[src/rtl/mmio_sram_slave.sv]
// mmio_sram_slave: memory-mapped scratch, timer, LED and switch registers with 1-cycle read latency
module mmio_sram_slave (
    input  logic        clk,
    input  logic        rst,
    input  logic        en,
    input  logic [3:0]  wen,
    input  logic [31:0] addr,
    input  logic [31:0] wdata,
    output logic [31:0] rdata,
    input  logic [15:0] switch,
    output logic [15:0] led,
    output logic        timer_irq
);
    logic [31:0] scratch0, scratch1, timer, timer_cmp, rd_val, mask;
    logic [15:0] sw_meta, sw_sync;
    logic [13:0] word;
    logic        match, wr, hit, clr;
    logic        sel_s0, sel_s1, sel_tmr, sel_cmp, sel_stat, sel_led, sel_sw;
    logic        unused_addr;

    assign unused_addr = ^{addr[31:16], addr[1:0]};
    assign timer_irq   = match;

    function automatic logic [31:0] merge(input logic [31:0] old, input logic [31:0] d, input logic [31:0] m);
        return (old & ~m) | (d & m);
    endfunction

    // address decode, byte-lane mask, match/clear terms and read mux
    always_comb begin
        word     = addr[15:2];
        sel_s0   = word == 14'h0000;
        sel_s1   = word == 14'h0001;
        sel_tmr  = word == 14'h2000;
        sel_cmp  = word == 14'h2001;
        sel_stat = word == 14'h2002;
        sel_led  = word == 14'h3C00;
        sel_sw   = word == 14'h3C01;
        wr       = en && (wen != 4'b0000);
        mask     = {{8{wen[3]}}, {8{wen[2]}}, {8{wen[1]}}, {8{wen[0]}}};
        hit      = timer == timer_cmp;
        clr      = wr && sel_stat && wen[0] && wdata[0];
        rd_val   = sel_s0   ? scratch0 :
                   sel_s1   ? scratch1 :
                   sel_tmr  ? timer :
                   sel_cmp  ? timer_cmp :
                   sel_stat ? {31'h0, match} :
                   sel_led  ? {16'h0, led} :
                   sel_sw   ? {16'h0, sw_sync} : 32'h0;
    end

    // register state: reads sample pre-edge values, writes are byte-masked, timer free-runs
    always_ff @(posedge clk) begin
        if (rst) begin
            scratch0  <= 32'h0;
            scratch1  <= 32'h0;
            timer     <= 32'h0;
            timer_cmp <= 32'hFFFF_FFFF;
            match     <= 1'b0;
            led       <= 16'h0;
            rdata     <= 32'h0;
            sw_meta   <= 16'h0;
            sw_sync   <= 16'h0;
        end else begin
            sw_meta <= switch;
            sw_sync <= sw_meta;
            if (en) rdata <= rd_val;
            if (wr && sel_s0) scratch0 <= merge(scratch0, wdata, mask);
            if (wr && sel_s1) scratch1 <= merge(scratch1, wdata, mask);
            if (wr && sel_cmp) timer_cmp <= merge(timer_cmp, wdata, mask);
            if (wr && sel_led) led <= (led & ~mask[15:0]) | (wdata[15:0] & mask[15:0]);
            timer <= (wr && sel_tmr) ? merge(timer, wdata, mask) : timer + 32'd1;
            match <= hit || (match && !clr);
        end
    end
endmodule

[config.mk]
export PLATFORM = sky130hd
export DESIGN_NAME = mmio_sram_slave
export DESIGN_NICKNAME = d
export VERILOG_FILES = /design/src/rtl/mmio_sram_slave.sv
export SDC_FILE = /design/constraint.sdc
export NUM_CORES = 1
export LEC_CHECK = 0
export CORE_ASPECT_RATIO = 0.5
export CORE_MARGIN = 5
export CORE_UTILIZATION = 50
export CTS_CLUSTER_SIZE = 8
export DETAILED_ROUTE_END_ITERATION = 12
export GPL_ROUTABILITY_DRIVEN = 0
export GPL_TIMING_DRIVEN = 0
export PLACE_DENSITY_LB_ADDON = 0.2
export SYNTH_ARGS = -nofsm -noshare
export SYNTH_HDL_FRONTEND = slang
export SYNTH_SLANG_ARGS = --single-unit
[constraint.sdc]
create_clock -name clk -period 5.2 [get_ports clk]
set_clock_uncertainty 0.15 [all_clocks]
set_input_delay 1.56 -clock clk [delete_from_list [all_inputs] [get_ports clk]]
set_output_delay 1.56 -clock clk [all_outputs]
set_load 0.05 [all_outputs]
# == Yosys cells after proc, flatten, opt, wreduce, memory -nomap -nowiden ==
# Index checks and enable logic that the tools add are counted.
# totals
register_bits,209
latchBits,0
mem_bits_rw,0
rom_bits,0
input_bits,87
mem_count,0
# classes
n_addsub,1
n_mul,0
div_mod_pow,0
magnitude_cmp,0
eq_ne,7
shift,0
muxes,8
n_bitwise,14
n_reduce_logical,14
# ops
operator,count
32-bit bitwise AND,5
32-bit 2-to-1 mux,5
32-bit bitwise OR,4
"14-bit equality test, second input constant",5
16-bit 2-to-1 mux,3
"32-bit by 1-bit adder with 32-bit output, second input constant",1
16-bit bitwise AND,2
32-bit equality test,1
32-bit NOT,1
16-bit NOT,1
16-bit bitwise OR,1
"14-bit by 1-bit equality test with 1-bit output, second input constant",1
14-bit logical NOT,1
1-bit logical AND,10
4-bit nonzero test,1
1-bit logical NOT,1
1-bit logical OR,1

# == Logic depth before layout (Yosys ltp) ==
# depth
ltp_word,8
ltp_mapped,8
ltp_nobuf,6

# == Worst setup path before layout ==
# Ideal clock, no wire load.
# synth_timing
path_type,input-to-reg
from,input addr[5]
to,register (tool-made name)
setup_time_ns,0.066
t_arrival_ns,3.224
required_ns,4.984
slack_ns,1.760
stages,7
path_buffers,2
path_cell_list,or4_1 > or4_1 > buf_6 > nor3_4 > buf_6 > nor3_1 > a21oi_2
# synth_rtl
element,line_no,source
from (decl),7,"input logic [31:0] addr,"

==> results.toml <==
[setup_path]
crit_fanout = 10
cp-start-kind = "primary input"
cp-startpoint = "addr[3]"
required_ns = 5.45
crit_path_end_kind = "flop"
crit_type = "primary input to flop"
arrival_ns = 4.41

[timing]
drv_slew = 0
setup-tns-final_ns = 0
max_slew.worst_pin.slew_ns = 0.941
fin_ws_ns = 1.04
fin_crit_ns = 4.16
fmax_mhz = 241
hold_violations = 0
setup_viol = 0
slew-limit-headroom_pct = 37.3
rsz0062_at_grt = "no"
period_share_pct = 79.9

[run_status]
outcome = "complete, no violations"

[place]
place_ws_ns = 0.581
io_buffer_count = 112
dpl.hpwl_microns = 24200
dpl.cell_count = 1483

[pwr]
leakagePower_nw = 4.02
power_density_nw_per_um2 = 294
ir_drop_uv = 252

[cts]
cts_root_buffer = "clkbuf_16"
clkLatencyLatePin_ns = 0.55
clk_path_buf_depth = 3
cts-resized-gates = 0
cts.htree.levels = 1
cts_buffers = 30
cts_setup_buffers = 0
path_clk_slew_ns = 0.05
postCtsHoldBufs = 0
tritoncts = "done"
cts.sinks = 209

[global_routing]
track_usage_pct = 28.7
grt_antenna_before_repair = 0
grt_pass1_wl_microns = 51400
overflow = 0
grt_max_degree = 17
grt_pass1_vias = 9080

[routing]
drc = 0
wl_per_cell_microns = 22.0
routed_wl_microns = 33300
vias_per_cell = 6.28
route.vias.total = 9519
drtIter0Drc = 1365
drtAntennaViolNets = 0
firstDrtPassIters = 7

[layout]
instances_no_fill = 1516
antennaDiodeCount = 0
drive_gt1_share_pct = 8.72
fillerInstances = 1661
layout.nets = 1337
area.growth.synth_to_final_pct = 22.9

[synthesis]
synth_compound_area_share_pct = 18.1
synthCells = 1105
ys_seq_area_share_pct = 42.7
ys_top_cells_by_area = "dfxtp_1 (43%), mux2i_1 (7.4%), nor2_1 (4.4%), a22oi_1 (3.8%), nand2_1 (3.7%)"
async_flop_share_pct = 0
synth-edff-count = 0
yosysMostFrequentCell = "dfxtp_1"
synth.avg_cell_area_sq_um = 8.86
synth_top_area_share_pct = 42.7
synth-seq-cells = 209
yosys.area.top_type = "dfxtp_1"
synth_common_cells = "dfxtp_1 (209), nor2_1 (116), nand2_1 (96)"
syn-cell-area_sq_um = 9800
synth_flop_cell = "dfxtp_1"
yosys.area_share.simple_pct = 23.0
yosys_warnings = 0
synth.net_count = 1193
yosysUniqueCellTypes = 69
synth_top_family_by_area = "simple AND/OR/NAND/NOR gates"
synth.mux.area_fraction_pct = 8.85
synthAdderAreaFrac_pct = 0.128
synth-xor-area-share_pct = 3.22

[floorplan]
ios = 136
core_sq_um = 19400
initial_core_util_pct = 50.6
rows = 36
fp.dieW_microns = 208
dieArea_sq_um = 22700
die_h_microns = 109

[hold_path]
min-delay-start = "sw_meta[6]"
hold_path.class = "flop to flop"

[job]
max-cap-violations = 0
-- cells in the final DEF (no fill, tap or decap), drive strengths merged, types with 9 or more instances in the layout --
| cell | instances |
|---|---|
| a21oi | 71 |
| xnor2 | 34 |
| and4 | 9 |
| or3 | 9 |
| nor2b | 48 |
| a31oi | 27 |
| nand2 | 98 |
| clkbuf | 76 |
| nand3 | 23 |
| o21ai | 44 |
| nor3 | 54 |
| dfxtp | 209 |
| clkdlybuf4s50 | 112 |
| nor4 | 13 |
| nand4 | 20 |
| a21o | 13 |
| buf | 32 |
| nor2 | 118 |
| mux2i | 72 |
| o22ai | 18 |
| mux2 | 13 |
| a22oi | 50 |
-- logic make-up after synthesis --
| kind of cell | count (synthesis) |
|---|---|
| AOI/OAI and AO/OA | 269 |
| xor gates and xnor gates | 36 |
| adders and majority gates | 1 |
| buffers and inverters | 86 |
| DFF | 209 |
| muxes | 85 |
| and+or+nand+nor | 419 |
-- per-stage QoR --
step | area [sq um] | hold slack [ns] | util [%] | power [mW]
detailed placement | 11200 | 0.273 | 58.1 | 1.87
finish | 12000 | 0.281 | 62.2 | 3.54
floorplan | 9800 | 0.264 | - | 1.75
global placement | 11200 | 0.272 | 58.1 | 1.87
CTS | 12000 | 0.285 | 62.2 | 3.54
global route | 12000 | 0.303 | 62.2 | 3.63
-- per-layer routing --
metal | wire length [microns] | up-vias | GRT usage [%]
li1 | - | 4292 | -
met1 | 14400 | 4501 | 40.2
met2 | 14000 | 605 | 44.0
met3 | 3680 | 121 | 6.04
met4 | 1320 | 0 | 10.8
met5 | 0 | - | 0
-- final timing paths --
| path | endpoint | slack, ns | cells past startpoint |
|---|---|---|---|
| worst max-delay path | flop | 1.04 | 7 |
| worst min-delay path | sw_sync[6] | 0.28 | 1 |
| worst max register to register | flop | 2.10 | 6 |
| worst min register to register | sw_sync[6] | 0.28 | 1 |
-- power breakdown --
part / total, mW / switching, mW / internal, mW
combinational: 0.219 / 0.138 / 0.0803
sequential: 1.63 / 0.00761 / 1.62
clock: 1.70 / 0.683 / 1.01
total: 3.54 / 0.829 / 2.71
-- worst max-delay path, stage by stage --
cell,delay [ns]
clkdlybuf4s50_1,0.58
nor4_4,0.50
and4_1,0.34
clkbuf_1,0.58
nand3_1,0.54
nand2_1,0.23
a21oi_1,0.08
-- cell type report --
| cell class | instances | area (sq um) | area share, % |
|---|---|---|---|
| flip-flops and latches | 209 | 4180 | 34.7 |
| clock buffers | 31 | 754 | 6.26 |
| plain buffers | 77 | 354 | 2.94 |
| clock inverters | 2 | 38.8 | 0.322 |
| inverters | 9 | 33.8 | 0.281 |
| well taps | 266 | 333 | 2.76 |
| multi-input cells | 810 | 5220 | 43.4 |
| repair buffers | 112 | 1120 | 9.31 |
No activity file was read; power rests on OpenSTA's default activity.
